===== config.mk =====
export PLATFORM = sky130hd
export DESIGN_NAME = mux2_32_bits
export DESIGN_NICKNAME = d
export VERILOG_FILES = /design/src/rtl/mux2_32_bits.sv
export SDC_FILE = /design/constraint.sdc
export NUM_CORES = 1
export LEC_CHECK = 0
export ABC_AREA = 1
export CORE_ASPECT_RATIO = 0.5
export CORE_MARGIN = 1.5
export CORE_UTILIZATION = 29
export CTS_CLUSTER_SIZE = 10
export DETAILED_ROUTE_END_ITERATION = 16
export PLACE_DENSITY = 0.81
export SLEW_MARGIN = 15
export SYNTH_ARGS = -nofsm -noshare
export SYNTH_HDL_FRONTEND = slang
export SYNTH_SLANG_ARGS = --single-unit

===== constraint.sdc =====
create_clock -name clk -period 0.84 [get_ports clk]
set_input_delay 0.168 -clock clk [delete_from_list [all_inputs] [get_ports clk]]
set_output_delay 0.168 -clock clk [all_outputs]
set_load 0.05 [all_outputs]

===== src/rtl/mux2_32_bits.sv =====
// mux2_32_bits: 2:1 word multiplexer for the bus datapath.
//   clk      - system clock, rising edge; clocks only y_q
//   reset_n  - asynchronous active-low reset; clears y_q only
//   d0, d1   - data sources, selected by s = 0 / s = 1
//   s        - select
//   y        - combinational mux result (no storage, no clock/reset dependence)
//   y_q      - registered copy of y, one-cycle latency
module mux2_32_bits #(
    parameter int unsigned WIDTH = 32
) (
    input  logic             clk,
    input  logic             reset_n,
    input  logic [WIDTH-1:0] d0,
    input  logic [WIDTH-1:0] d1,
    input  logic             s,
    output logic [WIDTH-1:0] y,
    output logic [WIDTH-1:0] y_q
);

    // Conditional operator keeps the standard X-merge when s is unknown.
    assign y = s ? d1 : d0;

    // Pipelined copy for registered consumers; no enable.
    always_ff @(posedge clk or negedge reset_n) begin
        if (!reset_n) begin
            y_q <= '0;
        end else begin
            y_q <= y;
        end
    end

endmodule


==> impl_metrics.py, run 1 <==
metrics = {
    "synthesis": {
        "yosysSeqAreaShare_pct": 62.0,
        "syn_nets": 203,
        "synthCells": 136,
        "yosysWarnings": 0,
        "avgSynthCellArea_sq_um": 9.50,
        "ys_ff_latch": 32,
        "synth.cell_area_sq_mm": 0.00129,
        "synth_cell_types": 7,
    },
    "placement": {
        "dp_hpwl_mm": 4.72,
        "portBuffers": 130,
        "gp_congestion": 0.806,
    },
    "run_status": {
        "error": "[ERROR DPL-0038] Utilization greater than 100%, impossible to legalize",
        "status": "stopped before the end",
        "failed_stage": "4_1_cts",
    },
    "floorplanning": {
        "die_y_um": 50.2,
        "die_w_um": 97.4,
        "ios": 131,
        "initial_core_util_pct": 31.6,
        "num_rows": 16,
    },
    "clock_network": {
        "cts_made_buffers": 5,
        "cts_root_buf": "clkbuf_8",
        "cts_sinks": 32,
        "h-tree-depth": 2,
        "clockBufferDepth": 2,
        "ctsHoldBuffers": 0,
        "cts-resized-gates": 158,
        "postCtsSetupBuffers": 21,
    },
}
-- logic make-up after synthesis --
logic type             count (synthesis)  synth area share, %
DFF                                   32                 62.0
buffers and inverters                  8                 8.23
and+or+nand+nor                       96                 29.8
-- stage by stage --
stage | setup WS [ns] | std cells | area (sq um) | utilization [%]
after detailed placement | -0.725 | 321 | 3530 | 86.4
after global placement | -0.671 | 321 | 3530 | 86.4
after floorplan | -0.0147 | 136 | 1530 | -
-- synthesized netlist by cell type (all sizes together) --
| master | count | area [sq um] |
|---|---|---|
| buf | 4 | 53.8 |
| clkbuf | 3 | 41.3 |
| dfrtp | 32 | 801 |
| inv | 1 | 11.3 |
| nand2 | 96 | 385 |
==> inputs of run 2 (changes only) <==
--- a/config.mk
+++ b/config.mk
@@ -6,12 +6,10 @@
 export NUM_CORES = 1
 export LEC_CHECK = 0
 export ABC_AREA = 1
-export CORE_ASPECT_RATIO = 0.5
 export CORE_MARGIN = 1.5
 export CORE_UTILIZATION = 29
-export CTS_CLUSTER_SIZE = 10
 export DETAILED_ROUTE_END_ITERATION = 16
-export PLACE_DENSITY = 0.81
+export PLACE_DENSITY_LB_ADDON = 0.15
 export SLEW_MARGIN = 15
 export SYNTH_ARGS = -nofsm -noshare
 export SYNTH_HDL_FRONTEND = slang
==> run 2 against run 1 <==
Net effect: the flow now finishes, with violations (setup timing); synthesized area stayed put; synthesized cell count is the same.
==> impl_metrics.py, run 2 <==
metrics = {
    "run_status": {
        "status": "finished, violations left",
        "violations": "setup timing",
    },
    "finish": {
        "multiInputGateArea_sq_um": 873,
        "syn_to_final_growth_pct": 215,
        "largestRegisters": "y_q x32",
        "top_register": "y_q",
        "largest_reg_flops": 32,
        "n_antenna_cell": 0,
        "fillers": 125,
        "layout_commonest_cell": "buf_12",
        "final_cell_mix": "buf_12 (68), dlygate4sd2_1 (64), nand2_4 (55)",
        "seq_area_sq_um": 801,
        "final_cells": 346,
        "final_layout_size_suffix_gt1_share_pct": 66.0,
        "fin_nets": 360,
    },
    "timing": {
        "final.setup.worst_slack_ns": -0.212,
        "timing.setup.tns_ns": -11.71,
        "finalCritPeriodShare_pct": 125,
        "rsz0062_at_grt": "yes",
        "slew_violations": 0,
        "report.final.setup_viol": 64,
        "slew-limit-headroom_pct": 86.6,
        "min_period_ns": 1.05,
        "clock.fmax_mhz": 950,
        "worst_pin_slew_ns": 0.201,
        "hold_viol_final": 0,
    },
    "critical_path": {
        "critPathSlowestCell": "buf_16",
        "setup.worst_path.start_class": "input pin",
        "cp.arrival_ns": 0.88,
        "crit_required_ns": 0.67,
        "critPathKind": "in -> out",
        "slowest_delay_ns": 0.17,
        "endpoint_kind": "output pin",
        "critical_path.max_fanout": 8,
        "critPathMostFrequentCell": "buf_12",
        "path_cells": "buf_12 -> buf_16 -> inv_16 -> nand2_2 -> nand2_4 -> buf_12",
    },
    "floorplanning": {
        "core_area_sq_mm": 0.00432,
        "num_rows": 24,
        "die_y_um": 69.8,
        "initial_core_util_pct": 29.9,
        "die_w_um": 69.8,
        "ios": 131,
        "dieArea_sq_mm": 0.00487,
    },
    "synthesis": {
        "synth_area_leaders": "dfrtp_1 (62%), nand2_1 (25%), nand2_2 (4.8%)",
        "ys_ff_latch": 32,
        "synth-edff-count": 0,
        "netlist_top_cells_count": "nand2_1 (86), dfrtp_1 (32), nand2_2 (10)",
        "yosysSeqAreaShare_pct": 62.0,
        "yosysMostFrequentCell": "nand2_1",
        "synth_cell_types": 7,
        "avgSynthCellArea_sq_um": 9.50,
        "syn_nets": 203,
        "yosys.area.top_type": "dfrtp_1",
        "ys.flop_type": "dfrtp_1",
        "async_reset_ff_share_pct": 100,
        "synth.cell_area_sq_mm": 0.00129,
        "synthCells": 136,
        "yosysWarnings": 0,
        "synth_top_area_share_pct": 62.0,
    },
    "placement": {
        "dp_hpwl_mm": 3.81,
        "gp_congestion": 0.753,
        "place_inst": 318,
        "portBuffers": 130,
    },
    "global_routing": {
        "grt_pass1_vias": 1843,
        "antenna_found_initial": 0,
        "grtUsageTotal_pct": 29.8,
        "grt_max_degree": 19,
        "grt_pass1_wl_mm": 10.7,
        "grt.overflow.total": 0,
    },
    "power": {
        "switching_power_w": 0.00227,
        "internal_power_w": 0.00372,
        "pwr-share-seq_pct": 29.5,
        "p_sw_share_pct": 37.8,
        "powerDensity_mw_per_mm2": 1470,
        "leakage_nw": 2.04,
        "ir_drop_v": 0.00121,
        "combPwrFrac_pct": 49.4,
        "power.share.clock_pct": 21.2,
    },
    "route": {
        "wl_per_cell_um": 20.5,
        "viasPerCell": 4.64,
        "vias": 1605,
        "drt_iter0_markers": 58,
        "drtAntennaViolNets": 0,
        "dr.pass1.iters": 4,
        "routed_wl_mm": 7.09,
        "post-route-drc-count": 0,
    },
    "flow_run": {
        "maxCapViolCount": 0,
    },
    "clock_network": {
        "clockBufferDepth": 2,
        "h-tree-depth": 2,
        "cts_root_buf": "clkbuf_8",
        "cts_made_buffers": 5,
        "cts_sinks": 32,
        "cts_tree": "done",
        "clk_pin_slew_worst_paths_ns": 0.07,
    },
    "hold_path": {
        "worst_hold_path_type": "in -> reg",
    },
}
## run 2: worst paths after layout
path / from / end / slack, ns / cells after the start
min in group asynchronous: reset_n / y_q[14]$_DFF_PN0_ / 0.30 / 2
worst max-delay path: s / y[21] / -0.21 / 6
max in group asynchronous: reset_n / y_q[3]$_DFF_PN0_ / 0.39 / 2
worst min-delay path: d1[19] / y_q[19]$_DFF_PN0_ / 0.25 / 3
## run 2: metal layers
| layer | part of all wire, % | vias up | global-route usage (%) |
|---|---|---|---|
| li1 | - | 723 | - |
| met1 | 36 | 786 | 33.9 |
| met2 | 56 | 84 | 52.9 |
| met3 | 5.9 | 12 | 8.43 |
| met4 | 2.1 | 0 | 10.9 |
| met5 | 0 | - | 0 |
## run 2: power groups by stage
stage | Sequential, W | Clock [W] | Combinational (W)
2_1_floorplan | 0.00215 | 0 | 0.000804
4_1_cts | 0.00176 | 0.00128 | 0.00290
3_3_place_gp | 0.00178 | 0 | 0.00267
5_1_grt | 0.00177 | 0.00137 | 0.00304
6_report | 0.00177 | 0.00127 | 0.00296
3_5_place_dp | 0.00179 | 0 | 0.00269
## run 2: area by class of cell
class,instances,share of cell area [%]
tap,52,1.60
inverter,1,0.491
clock buffer,8,2.21
sequential,32,19.6
timing repair inverter,3,1.38
multi-input combinational,96,21.4
timing repair buffer,154,53.2
## run 2: timing repair
item                       in CTS  in global routing
hold buffers                    0                  0
cloned                          6                  0
resized for setup             157                  6
buffers inserted               12                  2
pin swaps                      61                  3
setup endpoints to repair      96                 64
## run 2: per-stage QoR
stage          total power [W]  utilization, %  setup WS (ns)  hold slack [ns]  cell area [sq um]
6_report               0.00599            94.2         -0.212            0.248               4080
5_1_grt                0.00618            94.2         -0.228            0.254               4080
4_1_cts                0.00593            93.2         -0.189            0.234               4030
3_5_place_dp           0.00448            81.3         -0.735            0.612               3520
3_3_place_gp           0.00445            81.3         -0.694            0.605               3520
2_1_floorplan          0.00295               -        -0.0147           -0.128               1530
## run 2: cell families after synthesis
group | Yosys count | synth area share [%]
flops | 32 | 62.0
buf+inv | 8 | 8.23
simple gates | 96 | 29.8
## run 2: critical path: cells and delay by family
family | cells | cell delay [ns]
and+or+nand+nor | 2 | 0.17
buffers and inverters | 4 | 0.53
(Power assumes the default switching activity.)
==> inputs of run 3 (changes only) <==
==> constraint.sdc (replaced) <==
create_clock -name clk -period 1.05 [get_ports clk]
set_input_delay 0.21 -clock clk [delete_from_list [all_inputs] [get_ports clk]]
set_output_delay 0.21 -clock clk [all_outputs]
set_load 0.05 [all_outputs]
==> run 3 against run 2 <==
Net effect: the flow still finishes with violations (setup timing); flip-flop and latch count unchanged; global-route usage decreased by 1.8 points; hold slack improved by 0.062 ns; via count increased by 2.9%; power decreased by 21%; core utilization decreased by 2.3 points; routed wire length decreased by 5.9%; cell count increased by 1.4%; sequential power decreased by 20%; highest routed layer unchanged.
==> impl_metrics.py, run 3 (synthesis results as in run 2) <==
metrics = {
    "timing": {
        "slew-limit-headroom_pct": 85.8,
        "timing.setup.tns_ns": -1.68,
        "slew_violations": 0,
        "whs_ns": 0.310,
        "clock.fmax_mhz": 871,
        "final.setup.worst_slack_ns": -0.0986,
        "rsz0062_at_grt": "yes",
        "min_period_ns": 1.15,
        "hold_viol_final": 0,
        "finalCritPeriodShare_pct": 109,
        "worst_pin_slew_ns": 0.213,
        "report.final.setup_viol": 36,
    },
    "finish": {
        "top_register": "y_q",
        "final_cell_mix": "buf_12 (65), dlygate4sd2_1 (64), nand2_4 (52)",
        "final_layout_size_suffix_gt1_share_pct": 56.5,
        "largest_reg_flops": 32,
        "seq_area_sq_um": 801,
        "multiInputGateArea_sq_um": 811,
        "fillers": 157,
        "layout_commonest_cell": "buf_12",
        "utilization_pct": 92.0,
        "n_antenna_cell": 0,
        "fin_nets": 365,
        "largestRegisters": "y_q x32",
        "syn_to_final_growth_pct": 208,
    },
    "critical_path": {
        "endpoint_kind": "output pin",
        "setup.worst_path.start_class": "input pin",
        "path_cells": "buf_8 -> buf_16 -> clkinv_16 -> nand2_8 -> nand2_8 -> buf_12",
        "critPathMostFrequentCell": "nand2_8",
        "cp.arrival_ns": 0.94,
        "critical_path.max_fanout": 8,
        "cp_top_family": "buffers and inverters",
        "crit_required_ns": 0.84,
        "critPathSlowestCell": "buf_16",
        "critPathKind": "in -> out",
        "crit_buf_inv": 4,
        "slowest_delay_ns": 0.19,
    },
    "route": {
        "vias": 1651,
        "top_layer": "met4",
        "drtAntennaViolNets": 0,
        "drt_iter0_markers": 101,
        "dr_wl_met3_um": 450,
        "dr.pass1.iters": 4,
        "met1_length_mm": 2.23,
        "dr_wl_met2_mm": 3.75,
        "viasPerCell": 4.70,
        "wl_per_cell_um": 19.0,
        "routed_wl_mm": 6.67,
        "post-route-drc-count": 0,
    },
    "power": {
        "total_power_w": 0.00472,
        "powerDensity_mw_per_mm2": 1190,
        "ir_drop_v": 0.000899,
        "leakage_nw": 2.03,
    },
    "placement": {
        "portBuffers": 130,
        "place_ws_ns": -0.526,
        "dp_hpwl_mm": 3.64,
        "gp_congestion": 0.729,
    },
    "floorplanning": {
        "ios": 131,
        "dieArea_sq_mm": 0.00487,
        "die_w_um": 69.8,
        "core_area_sq_mm": 0.00432,
        "initial_core_util_pct": 29.9,
        "die_y_um": 69.8,
        "num_rows": 24,
    },
    "clock_network": {
        "cts_sinks": 32,
        "clockBufferDepth": 2,
        "cts_root_buf": "clkbuf_8",
        "cts_tree": "done",
        "clk_pin_slew_worst_paths_ns": 0.07,
        "cts_made_buffers": 5,
        "ctsHoldBuffers": 0,
        "h-tree-depth": 2,
    },
    "run_status": {
        "violations": "setup timing",
        "status": "finished, violations left",
    },
    "global_routing": {
        "grtUsageTotal_pct": 28.0,
        "antenna_found_initial": 0,
        "grt_max_degree": 33,
        "grt_pass1_vias": 1811,
        "grt.overflow.total": 0,
        "grt_pass1_wl_mm": 10.1,
    },
    "flow_run": {
        "maxCapViolCount": 0,
    },
    "hold_path": {
        "worst_hold_path_type": "in -> async",
    },
}
-- run 3: worst paths after layout --
| path | slack (ns) | endpoint | cells past startpoint | start |
|---|---|---|---|---|
| min in group clk | 0.31 | y_q[20]$_DFF_PN0_ | 3 | d1[20] |
| worst max-delay path | -0.1 | y[11] | 6 | s |
| max in group asynchronous | 0.56 | y_q[31]$_DFF_PN0_ | 2 | reset_n |
| worst min-delay path | 0.31 | y_q[16]$_DFF_PN0_ | 2 | reset_n |
-- run 3: per-layer routing --
metal  up-vias  GRT usage, %
met5         -             0
met4         0          12.4
met3        16          9.01
met2        98          50.6
met1       801          29.6
li1        736             -
-- run 3: power by group --
part / internal [W] / switching [W]
logic: 0.00109 / 0.00123
clock network: 0.000535 / 0.000452
registers: 0.00133 / 0.0000812
-- run 3: cell type report --
type	count	area share, %
clock buffers	8	2.26
inverters	1	0.503
multi-input cells	96	20.4
flip-flops and latches	32	20.1
well taps	52	1.64
repair buffers	159	53.4
repair inverters	3	1.67
-- run 3: timing repair --
item / in CTS / in global routing
endpoints found under the setup margin: 52 / 64
pin swaps: 59 / 9
resized for setup: 157 / 11
buffers inserted: 14 / 3
cloned: 3 / 0
-- run 3: per-stage QoR --
| stage | instance area (sq um) | instances |
|---|---|---|
| CTS | 3890 | 348 |
| floorplan | 1370 | 136 |
| detailed placement | 3380 | 323 |
| global placement | 3380 | 323 |
| global route | 3980 | 351 |
| finish | 3980 | 351 |
==> inputs of run 4 (changes only) <==
--- a/config.mk
+++ b/config.mk
@@ -10,6 +10,7 @@
 export CORE_UTILIZATION = 29
 export DETAILED_ROUTE_END_ITERATION = 16
 export PLACE_DENSITY_LB_ADDON = 0.15
+export RECOVER_POWER = 25
 export SLEW_MARGIN = 15
 export SYNTH_ARGS = -nofsm -noshare
 export SYNTH_HDL_FRONTEND = slang
==> run 4 against run 3 <==
Net effect: the flow still finishes with violations (setup timing); routed wire length barely moved; global-route usage unchanged; first-iteration DRC count is 23% lower.
==> impl_metrics.py, run 4 (synthesis results as in run 2) <==
metrics = {
    "run_status": {
        "status": "finished, violations left",
        "violations": "setup timing",
    },
    "global_routing": {
        "grtUsageTotal_pct": 28.0,
        "antenna_found_initial": 0,
        "grt.overflow.total": 0,
        "grt_max_degree": 33,
        "grt_pass1_wl_mm": 10.1,
        "grt_pass1_vias": 1811,
    },
    "finish": {
        "final_layout_size_suffix_gt1_share_pct": 56.5,
        "final_area_sq_mm": 0.00397,
        "n_antenna_cell": 0,
        "fin_nets": 365,
        "largestRegisters": "y_q x32",
        "syn_to_final_growth_pct": 207,
        "final_cells": 351,
        "seq_area_sq_um": 801,
        "top_register": "y_q",
        "final_cell_mix": "dlygate4sd2_1 (64), buf_12 (64), nand2_4 (52)",
        "largest_reg_flops": 32,
        "multiInputGateArea_sq_um": 811,
        "fillers": 159,
    },
    "critical_path": {
        "path_cells": "buf_8 -> buf_16 -> clkinv_16 -> nand2_8 -> nand2_8 -> buf_12",
        "endpoint": "y[11]",
        "critPathMostFrequentCell": "nand2_8",
        "critical_path.max_fanout": 8,
        "crit_buf_inv": 4,
        "slowest_delay_ns": 0.19,
        "cp_top_family": "buffers and inverters",
        "setup.worst_path.start_class": "input pin",
        "endpoint_kind": "output pin",
        "critPathLaunch": "s",
        "crit_required_ns": 0.84,
        "cp.arrival_ns": 0.94,
        "worstSetupPathDepth": 6,
        "critPathSlowestCell": "buf_16",
        "critPathKind": "in -> out",
    },
    "power": {
        "powerDensity_mw_per_mm2": 1190,
        "total_power_w": 0.00471,
        "pwr-share-seq_pct": 29.9,
        "power.share.clock_pct": 21.0,
        "internal_power_w": 0.00295,
        "switching_power_w": 0.00176,
        "p_sw_share_pct": 37.4,
        "combPwrFrac_pct": 49.1,
        "ir_drop_v": 0.000899,
        "leakage_nw": 2.02,
    },
    "floorplanning": {
        "dieArea_sq_mm": 0.00487,
        "ios": 131,
        "die_w_um": 69.8,
        "die_y_um": 69.8,
        "initial_core_util_pct": 29.9,
        "core_area_sq_mm": 0.00432,
        "num_rows": 24,
    },
    "route": {
        "post-route-drc-count": 0,
        "vias": 1651,
        "wl_per_cell_um": 19.0,
        "routed_wl_mm": 6.66,
        "dr.pass1.iters": 4,
        "drtAntennaViolNets": 0,
        "drt_iter0_markers": 78,
        "viasPerCell": 4.70,
    },
    "placement": {
        "dp_hpwl_mm": 3.64,
        "gp_congestion": 0.729,
        "place_inst": 323,
        "dpl_cell_area_sq_mm": 0.00338,
        "portBuffers": 130,
    },
    "timing": {
        "slew_violations": 0,
        "min_period_ns": 1.15,
        "finalCritPeriodShare_pct": 109,
        "rsz0062_at_grt": "yes",
        "worst_pin_slew_ns": 0.446,
        "hold_viol_final": 0,
        "clock.fmax_mhz": 870,
        "slew-limit-headroom_pct": 70.2,
        "final.setup.worst_slack_ns": -0.0997,
        "report.final.setup_viol": 38,
    },
    "clock_network": {
        "h-tree-depth": 2,
        "cts_tree": "done",
        "cts_made_buffers": 5,
        "clk_pin_slew_worst_paths_ns": 0.06,
        "cts_sinks": 32,
        "ctsHoldBuffers": 0,
        "cts_root_buf": "clkbuf_8",
        "clockBufferDepth": 2,
    },
    "flow_run": {
        "maxCapViolCount": 0,
    },
    "hold_path": {
        "worst_hold_path_type": "in -> reg",
    },
}
==> run 4: cell count changes in the layout (fill, tap and decap cells not counted) <==
| cell | delta |
|---|---|
| clkdlybuf4s50_1 | -1 |
| dlygate4sd3_1 | +1 |
| buf_12 | -1 |
| clkbuf_4 | +1 |
==> run 4: power by group through the flow <==
stage / logic, W / registers (W) / clock network [W]
3_5_place_dp: 0.00209 / 0.00143 / 0
2_1_floorplan: 0.000565 / 0.00172 / 0
6_report: 0.00231 / 0.00141 / 0.000990
5_1_grt: 0.00238 / 0.00141 / 0.00108
3_3_place_gp: 0.00207 / 0.00143 / 0
4_1_cts: 0.00224 / 0.00141 / 0.000999
==> run 4: routing by layer <==
metal / GRT usage (%) / vias up / part of all wire, %
li1: - / 735 / -
met1: 29.6 / 802 / 34
met2: 50.6 / 98 / 56
met3: 9.01 / 16 / 6.7
met4: 12.4 / 0 / 3.7
met5: 0 / - / 0
==> run 4: how the worst min path moves through the flow <==
stage / endpoint / depth (start not counted) / start
after detailed placement: y_q[18]$_DFF_PN0_ / 2 / reset_n
after CTS: y_q[7]$_DFF_PN0_ / 3 / d1[7]
after floorplan: y_q[0]$_DFF_PN0_ / 0 / reset_n
after global routing: y_q[7]$_DFF_PN0_ / 3 / d0[7]
final: y_q[20]$_DFF_PN0_ / 3 / d1[20]
after global placement: y_q[18]$_DFF_PN0_ / 2 / reset_n
==> run 4: repair_timing <==
item                                   4_1_cts  5_1_grt
pin swaps                                   59        9
resized for setup                          157       11
setup endpoints to repair                   52       64
setup buffers                               14        3
endpoints found under the hold margin        0        0
gates cloned                                 3        0
==> run 4: stage by stage <==
step	util (%)	setup WS (ns)	setup TNS, ns	hold slack [ns]
after floorplan	-	0.0596	0	-0.0856
after global placement	78.3	-0.491	-21.67	0.597
after detailed placement	78.3	-0.526	-23.72	0.602
after CTS	89.9	-0.0293	-0.766	0.287
after global routing	91.7	-0.118	-2.96	0.313
final	91.7	-0.0997	-1.68	0.314
==> run 4: final cells by class <==
type,instances,area share [%]
repair inverters,3,1.67
flip-flops and latches,32,20.2
clock buffers,8,2.27
well taps,52,1.64
inverters,1,0.505
repair buffers,159,53.3
multi-input cells,96,20.4
